**src/rtl/mux_scan_sequencer_pkg.sv**
```systemverilog
// Shared definitions for the mux scan sequencer: default geometry, dwell
// default, counter width and the scan FSM state encoding.
package mux_scan_sequencer_pkg;

    localparam int N_CH_DEFAULT  = 32;
    localparam int SEL_W_DEFAULT = 5;
    localparam int DWELL_DEFAULT = 2;

    // Dwell counter width; covers the legal dwell range 1..15.
    localparam int CNT_W = 4;

    typedef enum logic [1:0] {
        ST_IDLE   = 2'd0,
        ST_SETTLE = 2'd1,
        ST_SAMPLE = 2'd2,
        ST_DONE   = 2'd3
    } scan_state_e;

endpackage

```
**src/rtl/mux_scan_sequencer_next_set_finder.sv**
```systemverilog
// Combinational search for the lowest set mask bit strictly above from_idx.
// With from_below set the search starts below index 0, so bit 0 qualifies;
// this is how the first channel of a scan is located.
module next_set_finder
    import mux_scan_sequencer_pkg::*;
#(
    parameter int N_CH  = N_CH_DEFAULT,
    parameter int SEL_W = SEL_W_DEFAULT
) (
    input  logic [N_CH-1:0]  mask,
    input  logic [SEL_W-1:0] from_idx,
    input  logic             from_below,
    output logic [SEL_W-1:0] next_idx,
    output logic             found
);

    // Scan from the top down so the lowest qualifying index is the last write.
    always_comb begin
        next_idx = {SEL_W{1'b0}};
        found    = 1'b0;
        for (int i = N_CH - 1; i >= 0; i--) begin
            if (mask[i] && (from_below || (i > int'(from_idx)))) begin
                next_idx = SEL_W'(i);
                found    = 1'b1;
            end else begin
                next_idx = next_idx;
                found    = found;
            end
        end
    end

endmodule

```
**src/rtl/mux_scan_sequencer.sv**
```systemverilog
// Mux scan sequencer: steps a registered select over the channels enabled in
// a captured mask, waits DWELL settle cycles after each select change, then
// samples the mux output into the result vector. All outputs are registered.
module mux_scan_sequencer
    import mux_scan_sequencer_pkg::*;
#(
    parameter int N_CH  = N_CH_DEFAULT,
    parameter int SEL_W = SEL_W_DEFAULT,
    parameter int DWELL = DWELL_DEFAULT
) (
    input  logic             clk,
    input  logic             rst,
    input  logic             start,
    input  logic [N_CH-1:0]  mask,
    input  logic             abort,
    input  logic             y_in,
    output logic [SEL_W-1:0] sel,
    output logic             busy,
    output logic             done,
    output logic [N_CH-1:0]  result
);

    localparam logic [CNT_W-1:0] DWELL_LOAD = CNT_W'(DWELL - 1);

    scan_state_e      state_r;
    scan_state_e      state_s;
    logic [N_CH-1:0]  mask_r;
    logic [N_CH-1:0]  mask_s;
    logic [SEL_W-1:0] sel_r;
    logic [SEL_W-1:0] sel_s;
    logic [CNT_W-1:0] cnt_r;
    logic [CNT_W-1:0] cnt_s;
    logic [N_CH-1:0]  result_r;
    logic [N_CH-1:0]  result_s;
    logic             busy_r;
    logic             busy_s;
    logic             done_r;
    logic             done_s;

    logic [N_CH-1:0]  search_mask_s;
    logic             search_below_s;
    logic [SEL_W-1:0] next_idx_s;
    logic             found_s;

    // One finder serves both searches: in IDLE it looks at the live mask from
    // below channel 0; during a scan it looks above sel in the captured mask.
    always_comb begin
        if (state_r == ST_IDLE) begin
            search_mask_s  = mask;
            search_below_s = 1'b1;
        end else begin
            search_mask_s  = mask_r;
            search_below_s = 1'b0;
        end
    end

    next_set_finder #(
        .N_CH  (N_CH),
        .SEL_W (SEL_W)
    ) u_finder (
        .mask       (search_mask_s),
        .from_idx   (sel_r),
        .from_below (search_below_s),
        .next_idx   (next_idx_s),
        .found      (found_s)
    );

    // Next-state and next-datapath logic; everything holds unless changed.
    always_comb begin
        state_s  = state_r;
        mask_s   = mask_r;
        sel_s    = sel_r;
        cnt_s    = cnt_r;
        result_s = result_r;
        case (state_r)
            ST_IDLE: begin
                if (start) begin
                    result_s = {N_CH{1'b0}};
                    if (found_s) begin
                        mask_s  = mask;
                        sel_s   = next_idx_s;
                        cnt_s   = DWELL_LOAD;
                        state_s = ST_SETTLE;
                    end else begin
                        state_s = ST_DONE;
                    end
                end else begin
                    state_s = ST_IDLE;
                end
            end
            ST_SETTLE: begin
                if (abort) begin
                    state_s = ST_IDLE;
                end else if (cnt_r == {CNT_W{1'b0}}) begin
                    state_s = ST_SAMPLE;
                end else begin
                    cnt_s = cnt_r - {{(CNT_W-1){1'b0}}, 1'b1};
                end
            end
            ST_SAMPLE: begin
                // The sample lands even when the scan is aborted this cycle.
                result_s[sel_r] = y_in;
                if (abort) begin
                    state_s = ST_IDLE;
                end else if (found_s) begin
                    sel_s   = next_idx_s;
                    cnt_s   = DWELL_LOAD;
                    state_s = ST_SETTLE;
                end else begin
                    state_s = ST_DONE;
                end
            end
            ST_DONE: begin
                state_s = ST_IDLE;
            end
            default: begin
                state_s = ST_IDLE;
            end
        endcase
        busy_s = (state_s == ST_SETTLE) || (state_s == ST_SAMPLE);
        done_s = (state_r == ST_DONE);
    end

    // FSM state register.
    always_ff @(posedge clk) begin
        if (rst) begin
            state_r <= ST_IDLE;
        end else begin
            state_r <= state_s;
        end
    end

    // Datapath and registered output flops.
    always_ff @(posedge clk) begin
        if (rst) begin
            mask_r   <= {N_CH{1'b0}};
            sel_r    <= {SEL_W{1'b0}};
            cnt_r    <= {CNT_W{1'b0}};
            result_r <= {N_CH{1'b0}};
            busy_r   <= 1'b0;
            done_r   <= 1'b0;
        end else begin
            mask_r   <= mask_s;
            sel_r    <= sel_s;
            cnt_r    <= cnt_s;
            result_r <= result_s;
            busy_r   <= busy_s;
            done_r   <= done_s;
        end
    end

    assign sel    = sel_r;
    assign busy   = busy_r;
    assign done   = done_r;
    assign result = result_r;

endmodule

```
**config.mk**
```make
export PLATFORM = sky130hd
export DESIGN_NAME = mux_scan_sequencer
export DESIGN_NICKNAME = d
export VERILOG_FILES = /design/src/rtl/mux_scan_sequencer_pkg.sv /design/src/rtl/mux_scan_sequencer_next_set_finder.sv /design/src/rtl/mux_scan_sequencer.sv
export SDC_FILE = /design/constraint.sdc
export NUM_CORES = 1
export LEC_CHECK = 0
export BUFFER_PORTS_ARGS = -buffer_cell sky130_fd_sc_hd__buf_2
export CORE_MARGIN = 2
export CORE_UTILIZATION = 24
export DETAILED_ROUTE_END_ITERATION = 16
export PLACE_DENSITY_LB_ADDON = 0.15
export SYNTH_ARGS = -nofsm -noshare
export SYNTH_HDL_FRONTEND = slang
export SYNTH_SLANG_ARGS = --single-unit
```
**constraint.sdc**
```tcl
create_clock -name clk -period 7.17 [get_ports clk]
set_clock_uncertainty 0.2 [all_clocks]
set_input_delay 0 -clock clk [delete_from_list [all_inputs] [get_ports clk]]
set_output_delay 0 -clock clk [all_outputs]
set_load 0.01 [all_outputs]
```
==> results.toml, run 1 <==
[status]
status = "complete, no violations"

[critical_path]
r2r_cells = 7
setup.reg_to_reg.worst_slack_ns = 2.79
cp_data_required_time_ns = 7.26
cp-end-kind = "register"
worstPathCellList = "inv_1, a221oi_1, o21a_1, and3_1, nand4_2, a21oi_1, a32o_1"
startpoint_type = "register"
timing.rr.end = "sel[1]$_SDFFE_PP0P_"
critical_path_class = "register to register"
cp-startpoint = "sel[4]$_SDFFE_PP0P_"
slowest_delay_ns = 1.10
arrival_ns = 4.47
critPathSlowestCell = "dfxtp_1"
critPathMaxFanout = 34
r2r-start = "sel[4]$_SDFFE_PP0P_"

[cells_and_area]
fin_area_sq_mm = 0.00579
diodes = 0
final_common_cell = "dfxtp_1"
instances_no_fill = 944
fin_nets = 713
area_growth_pct = 22.7
drive_above_1_share = 0.219
multi_input_area_sq_mm = 0.00286
fin_util = 0.299
nFillCells = 2138
seqCellArea_sq_mm = 0.00152
most-common-layout-cells = "dfxtp_1 (76), buf_2 (75), nand3_1 (66)"

[synth]
synth_warnings = 0
synthArstFlopShare = 0
synth-seq-cells = 76
synth_cells = 601
synth_top_cell_area_share = 0.322
syn-cell-area_sq_mm = 0.00472
synth-main-ff-cell = "dfxtp_1"
netlist_top_cells_area = "dfxtp_1 (32%), nand3_1 (7.0%), a21oi_1 (5.1%), a21oi_2 (4.5%), nor2_1 (3.8%)"
ys_seq_area_frac = 0.322
synth.distinct_cells = 78
synth-edff-count = 0
synth_area_leader_cell = "dfxtp_1"
syn_avg_cell_area_sq_um = 7.85
syn-num-nets = 640

[timing]
slew_violations = 0
period_minus_slack_ns = 4.38
fin_crit_sh = 0.610
worst_slew_pin_slew_ns = 1.18
fin_tns_setup_ns = 0
setup_viol = 0
rsz0062_at_grt = "no"
fmax_mhz = 228
slew_headroom = 0.215
finalHoldViolCount = 0

[power_and_ir_drop]
leakage_uw = 0.00200
seqPwrFrac = 0.406
power_frac_comb = 0.193
cellPowerDensity_mw_per_mm2 = 199
p_int_uw = 793
clkPwrFrac = 0.401
vdd_ir_drop_max_mv = 0.107
p_sw_uw = 361
switching_share = 0.313

[drt]
drtIter0Drc = 405
drc_errors = 0
vias_per_cell = 5.16
drt-pass1-iter-count = 4
wl_per_cell_microns = 18.0
vias = 4875
antenna_left = 0
drt_wl_total_mm = 17.0

[global_routing]
antenna_found_initial = 0
track_usage = 0.169
grt_start_max_net_pins = 80
grt_pass1_vias = 4945
grt_first_pass_wirelength_mm = 27.0
grt.overflow.total = 0

[floorplan]
rows = 51
ios = 76
start_util = 0.243
fp.dieH_microns = 144
core_area_sq_mm = 0.0194
die_area_sq_mm = 0.0208
die_w_microns = 144

[clock_network]
cts_buffer_depth = 2
insertion_delay_ns = 0.35
numClockSinks = 76
cts.clk_slew.worst_paths_ns = 0.06
cts_root_buf = "clkbuf_16"
cts_tree = "built"
cts_setup_buffers = 0
htree_levels = 3
ctsResizeCount = 0
numCtsBuffers = 9

[worst_hold_path]
hold_depth = 3
whs_endpoint = "state_r[0]$_SDFF_PP0_"
hold_start = "rst"
hold_path_class = "input port to register"

[place]
dp.cells = 893
dp.final_hpwl_mm = 11.9
place_congestion = 0.888
postPlaceCellArea_sq_mm = 0.00515
port-buffer-count = 75

[job]
maxCapViolations = 0
final cells by class:
cell class / count / area share
Multi-Input combinational cell: 465 / 0.494
Clock buffer: 10 / 0.0395
Sequential cell: 76 / 0.263
Tap cell: 265 / 0.0572
Timing Repair Buffer: 113 / 0.129
Clock inverter: 6 / 0.0112
Inverter: 9 / 0.00583
worst max-delay path, delay by kind of cell (launching register included):
| family | cells | cell delay, ns |
|---|---|---|
| buf+inv | 1 | 0.44 |
| simple gates | 2 | 1.08 |
| compound gates | 4 | 1.49 |
| flops | 1 | 1.10 |
state kept, by name (all words and copies together) (netlist names):
| signal | cells |
|---|---|
| result | 32 |
| mask_r | 31 |
| sel | 5 |
| cnt_r | 4 |
| state_r | 2 |
| busy | 1 |
| done | 1 |
metal layers:
| metal | GRT usage | wire [microns] | vias to the layer above | part of all wire |
|---|---|---|---|---|
| li1 | - | - | 2398 | - |
| met1 | 0.226 | 8150 | 2333 | 0.48 |
| met2 | 0.267 | 7670 | 120 | 0.45 |
| met3 | 0.0384 | 825 | 24 | 0.049 |
| met4 | 0.0603 | 329 | 0 | 0.019 |
| met5 | 0 | 0 | - | 0 |
cells by family after synthesis:
family	Yosys count	share of synthesized area
adder cells (fa/ha/maj)	2	0.00530
AND/OR/NAND/NOR	244	0.272
buffers and inverters	60	0.0710
flip-flops	76	0.322
XOR/XNOR	2	0.00371
AO/OA/AOI/OAI	217	0.326
power groups by stage:
| stage | Clock, uW | Sequential (uW) | Combinational, uW |
|---|---|---|---|
| 4_1_cts | 477 | 468 | 225 |
| 3_5_place_dp | 0 | 477 | 209 |
| 3_3_place_gp | 0 | 476 | 207 |
| 5_1_grt | 493 | 471 | 249 |
| 2_1_floorplan | 0 | 457 | 168 |
| 6_report | 462 | 469 | 223 |
worst max path at each step:
stage                                  to  slack (ns)  cells past startpoint
floorplan           cnt_r[0]$_SDFFE_PP0P_        4.66                      9
global placement      sel[0]$_SDFFE_PP0P_        2.97                      7
detailed placement    sel[1]$_SDFFE_PP0P_        2.89                      7
CTS                   sel[1]$_SDFFE_PP0P_        2.85                      7
global route          sel[1]$_SDFFE_PP0P_        2.48                      7
finish                sel[1]$_SDFFE_PP0P_        2.79                      7
stage by stage:
step	hold slack [ns]	total power [uW]	worst slack (ns)
6_report	0.194	1150	2.79
5_1_grt	0.232	1210	2.48
4_1_cts	0.201	1170	2.85
3_5_place_dp	0.0901	686	2.89
3_3_place_gp	0.0818	683	2.97
2_1_floorplan	-0.0523	625	4.66
synth_stat cells (all sizes together) (3+ instances only):
cell	number
nand4	9
a2111oi	5
o221ai	5
a22oi	10
a31oi	7
a211oi	8
o21bai	3
buf	35
dfxtp	76
clkbuf	16
o21a	5
nor3b	8
a32o	3
or3	7
nor4	6
inv	9
o211ai	7
nor2	52
a21oi	72
nand3	66
nor3	25
nor2b	10
nand2	41
o311ai	4
a221oi	5
and3	6
o21ai	61
or2	4
o31ai	4
timing repair:
| action | CTS | global route |
|---|---|---|
| hold buffers | 35 | 0 |
| setup endpoints to repair | 0 | 0 |
| endpoints found under the hold margin | 52 | 0 |
Power figures use the tool's default switching activity.
==> inputs of run 2 (changes only) <==
Settings changed: ABC_AREA set to 1.
Clock period 7.17 ns to 4.4 ns, I/O delays scaled along.
==> results.toml, run 2 <==
[status]
status = "complete, no violations"

[clock_network]
cts_root_buf = "clkbuf_16"
ctsResizeCount = 0
cts_buffer_depth = 2
cts_tree = "built"
cts_hold_buf = 39
numCtsBuffers = 9
cts_setup_buffers = 0
cts.clk_slew.worst_paths_ns = 0.06
htree_levels = 3
insertion_delay_ns = 0.35
numClockSinks = 76

[cells_and_area]
drive_above_1_share = 0.190
fin_nets = 761
diodes = 0
multi_input_area_sq_mm = 0.00219
area_growth_pct = 27.9
most-common-layout-cells = "nor2_1 (124), nand2_1 (87), dfxtp_1 (76)"
fin_area_sq_mm = 0.00538
largest_register_ffs = 32
final_common_cell = "nor2_1"
seqCellArea_sq_mm = 0.00152
nFillCells = 1912

[floorplan]
die_area_sq_mm = 0.0186
fp.dieH_microns = 136
ios = 76
start_util = 0.244
rows = 48
die_w_microns = 136
core_area_sq_mm = 0.0172

[drt]
wl_per_cell_microns = 15.9
drtIter0Drc = 258
antenna_left = 0
vias = 4462
drt_wl_total_mm = 15.1
drc_errors = 0
drt-pass1-iter-count = 4
vias_per_cell = 4.69

[timing]
finalHoldViolCount = 0
slew_violations = 0
fin_tns_setup_ns = 0
worst_slew_pin_slew_ns = 0.677
fmax_mhz = 288
fin_crit_sh = 0.789
period_minus_slack_ns = 3.47
rsz0062_at_grt = "no"
holdWs_ns = 0.226
setup_viol = 0
slew_headroom = 0.546

[critical_path]
crit_family = "simple AND/OR/NAND/NOR gates"
cp-startpoint = "state_r[1]$_SDFF_PP0_"
crit_buf_inv = 3
critPathMaxFanout = 40
critical_path_class = "register to register"
critPathSlowestCell = "nor2_4"
startpoint_type = "register"
worstPathCellList = "nor2_4, inv_2, a31oi_1, nand3_1, nor3b_2, nand4_1, nor2_1, nand2_1, inv_2, nor2_4, buf_4, o21ai_1, a21oi_1"
slowest_delay_ns = 0.48
r2r-start = "state_r[1]$_SDFF_PP0_"
arrival_ns = 3.49
cp_data_required_time_ns = 4.42
cp-end-kind = "register"
setup.reg_to_reg.worst_slack_ns = 0.93

[synth]
synth_warnings = 0
ys_seq_area_frac = 0.361
syn-num-nets = 660
ys_top_cells_by_count = "nor2_1 (124), nand2_1 (87), dfxtp_1 (76)"
synth_top_cell_area_share = 0.361
synth_area_leader_cell = "dfxtp_1"
synthArstFlopShare = 0
syn-cell-area_sq_mm = 0.00421
netlist_top_cells_area = "dfxtp_1 (36%), nor2_1 (11%), nand2_1 (7.8%), a21oi_1 (7.1%), inv_1 (5.4%)"
synth_most_common_cell = "nor2_1"
syn_avg_cell_area_sq_um = 6.78
synth.distinct_cells = 44
synth-edff-count = 0
synth-main-ff-cell = "dfxtp_1"
synth-seq-cells = 76
synth_cells = 621

[power_and_ir_drop]
vdd_ir_drop_max_mv = 0.193
cellPowerDensity_mw_per_mm2 = 348
leakage_uw = 0.00235
power_frac_comb = 0.209
p_sw_uw = 601
clkPwrFrac = 0.389
seqPwrFrac = 0.402
p_int_uw = 1270
switching_share = 0.321

[place]
dp.final_hpwl_mm = 11.2
port-buffer-count = 75
postPlaceCellArea_sq_mm = 0.00470
place_congestion = 0.883

[worst_hold_path]
hold_start = "mask[8]"
hold_path_class = "input port to register"

[global_routing]
grt_start_max_net_pins = 41
antenna_found_initial = 0
grt.overflow.total = 0
grt_pass1_vias = 4524
grt_first_pass_wirelength_mm = 23.8
track_usage = 0.167

[job]
maxCapViolations = 0
run 2: cell types whose count changed in the layout (fill, tap and decap cells not counted), moves of 8 or more:
cell     delta
nor2b_1    -10
inv_2      +12
inv_1      +51
nand3_1    -49
nor2_1     +76
a21oi_1    +12
nor3_1     -11
o21ai_0    +13
a31oi_1     +8
a21oi_2    -22
nand2_1    +47
o21ai_1    -16
run 2: worst register-to-register path: cells and delay by family (launching register included):
kind                   cells  cell delay [ns]
DFF                        1             0.34
buffers and inverters      3             0.74
and+or+nand+nor            7             1.39
AOI/OAI and AO/OA          3             0.66
run 2: metrics by stage:
stage | setup WS (ns) | utilization | cells | power [uW]
after floorplan | 1.91 | - | 621 | 1030
after global placement | 0.983 | 0.273 | 897 | 1130
after detailed placement | 0.963 | 0.273 | 897 | 1130
after CTS | 0.924 | 0.312 | 952 | 1890
after global routing | 0.503 | 0.312 | 952 | 1960
final | 0.930 | 0.312 | 952 | 1870
run 2: routing by layer:
metal,GRT usage,vias to the layer above,part of all wire
met5,0,-,0
li1,-,2258,-
met1,0.217,2077,0.48
met4,0.0567,0,0.023
met2,0.277,105,0.46
met3,0.0298,22,0.038
run 2: path summary, 6_finish.rpt:
kind                            cells past startpoint                      end
worst min-delay path                                4   mask_r[8]$_SDFFE_PP0P_
worst min register to register                      2  mask_r[27]$_SDFFE_PP0P_
worst max register to register                     13  mask_r[29]$_SDFFE_PP0P_
worst max-delay path                               13  mask_r[29]$_SDFFE_PP0P_
run 2: kinds of logic (layout without fill, tap and decap cells):
| logic type | count (synthesis) | count (layout) | synth area share |
|---|---|---|---|
| flip-flops | 76 | 76 | 0.361 |
| buffers and inverters | 106 | 212 | 0.117 |
| AND/OR/NAND/NOR | 268 | 268 | 0.280 |
| AO/OA/AOI/OAI | 169 | 169 | 0.235 |
| adder cells (fa/ha/maj) | 2 | 2 | 0.00594 |
run 2: layout make-up:
class / count / area share
flip-flops and latches: 76 / 0.283
repair buffers: 120 / 0.151
clock inverters: 5 / 0.00674
clock buffers: 11 / 0.0469
multi-input cells: 439 / 0.407
inverters: 76 / 0.0535
well taps: 225 / 0.0523
run 2: power by group through the flow:
stage	logic, uW	registers [uW]	clock network (uW)
floorplan	269	759	0
global placement	363	767	0
detailed placement	363	767	0
CTS	392	752	746
global route	442	756	764
finish	392	753	729
==> inputs of run 3 (changes only) <==
Clock period 4.4 ns to 2.9 ns, I/O delays scaled along.
==> results.toml, run 3 (synthesis gave the netlist of run 2 again) <==
[status]
status = "complete, no violations"

[critical_path]
r2r_cells = 15
critPathCapture = "mask_r[23]$_SDFFE_PP0P_"
timing.rr.end = "mask_r[23]$_SDFFE_PP0P_"
arrival_ns = 2.79
critical_path_class = "register to register"
r2r-start = "state_r[0]$_SDFF_PP0_"
cp-end-kind = "register"
critPathMaxFanout = 22
setup.reg_to_reg.worst_slack_ns = 0.15
cp-startpoint = "state_r[0]$_SDFF_PP0_"
cp_data_required_time_ns = 2.93
startpoint_type = "register"

[drt]
drt_wl_total_mm = 15.2
drtIter0Drc = 316
vias = 4696
drt-pass1-iter-count = 5
drc_errors = 0
vias_per_cell = 4.61
antenna_left = 0
wl_per_cell_microns = 14.9

[timing]
fin_crit_sh = 0.949
slew_headroom = 0.497
worst_slew_pin_slew_ns = 0.750
fin_tns_setup_ns = 0
period_minus_slack_ns = 2.75
fmax_mhz = 363
setup_viol = 0
setup_slack_ns = 0.147
finalHoldViolCount = 0
slew_violations = 0
holdWs_ns = 0.231
rsz0062_at_grt = "yes"

[worst_hold_path]
hold_path_class = "input port to register"

[global_routing]
grt.overflow.total = 0
grt_start_max_net_pins = 31
antenna_found_initial = 0
grt_first_pass_wirelength_mm = 23.7
track_usage = 0.166
grt_pass1_vias = 4474

[power_and_ir_drop]
cellPowerDensity_mw_per_mm2 = 504
vdd_ir_drop_max_mv = 0.278
leakage_uw = 0.00273

[clock_network]
htree_levels = 3
cts_tree = "built"
cts_buffer_depth = 2
cts.clk_slew.worst_paths_ns = 0.06
numCtsBuffers = 9
cts_root_buf = "clkbuf_16"
insertion_delay_ns = 0.35
numClockSinks = 76

[cells_and_area]
largest_register_ffs = 32
area_growth_pct = 45.8
fin_nets = 827
final_common_cell = "nor2_1"
nFillCells = 1846
multi_input_area_sq_mm = 0.00231
most-common-layout-cells = "nor2_1 (116), nand2_1 (84), buf_2 (75)"
diodes = 0
drive_above_1_share = 0.293
seqCellArea_sq_mm = 0.00154

[floorplan]
start_util = 0.244
die_area_sq_mm = 0.0186
die_w_microns = 136
rows = 48
fp.dieH_microns = 136
core_area_sq_mm = 0.0172
ios = 76

[place]
dp.final_hpwl_mm = 11.6
place_congestion = 0.879
port-buffer-count = 75
post-place-ws_ns = -0.0695

[job]
maxCapViolations = 0
-- run 3: what timing repair did --
item / CTS / global route
setup buffers: 0 / 10
pin swaps: 0 / 5
hold buffers: 39 / 0
resized for setup: 5 / 53
endpoints found under the setup margin: 32 / 41
endpoints found under the hold margin: 53 / 0
-- run 3: through the flow --
step	power (uW)	instance area (sq um)	util	std cells
after global routing	3250	6140	0.356	1018
after CTS	3060	5880	0.341	1008
after floorplan	1560	4210	-	621
final	3090	6140	0.356	1018
after global placement	1820	5160	0.300	953
after detailed placement	1820	5160	0.300	953
-- run 3: critical path, cell delays in order, from the launching register on --
cell and delay [ns]:
dfxtp_2 0.34, nor2_4 0.20, buf_4 0.18, buf_8 0.15
nor2_1 0.09, a32oi_2 0.24, nand4_1 0.15, nor3b_2 0.18
nand4_1 0.11, nor2_2 0.14, nand2_2 0.10, inv_2 0.11
nor2_4 0.07, buf_12 0.16, o21ai_0 0.15, nor2_1 0.06
-- run 3: cell type report --
| cell class | instances | area share |
|---|---|---|
| Multi-Input combinational cell | 439 | 0.376 |
| Sequential cell | 76 | 0.251 |
| Timing Repair Buffer | 186 | 0.228 |
| Inverter | 76 | 0.0485 |
| Tap cell | 225 | 0.0459 |
| Clock buffer | 11 | 0.0412 |
| Clock inverter | 5 | 0.00979 |
-- run 3: how the worst min path moves through the flow --
stage	from	cells past startpoint	to
detailed placement	mask[5]	3	mask_r[5]$_SDFFE_PP0P_
global placement	mask[30]	3	mask_r[30]$_SDFFE_PP0P_
floorplan	mask[10]	2	mask_r[10]$_SDFFE_PP0P_
CTS	mask[15]	4	mask_r[15]$_SDFFE_PP0P_
global route	mask[5]	4	mask_r[5]$_SDFFE_PP0P_
finish	mask[16]	4	mask_r[16]$_SDFFE_PP0P_
-- run 3: report_power, final --
| part | total (uW) | internal, uW | leakage [uW] | switching (uW) |
|---|---|---|---|---|
| clock network | 1190 | 715 | 0.000152 | 476 |
| logic | 761 | 327 | 0.00196 | 434 |
| registers | 1140 | 1100 | 0.000625 | 39.3 |
-- run 3: layer usage --
layer	vias up	wire length, microns	global-route usage
met5	-	0	0
met4	0	312	0.0660
met3	16	548	0.0250
met2	97	6960	0.260
met1	2192	7350	0.229
li1	2391	-	-
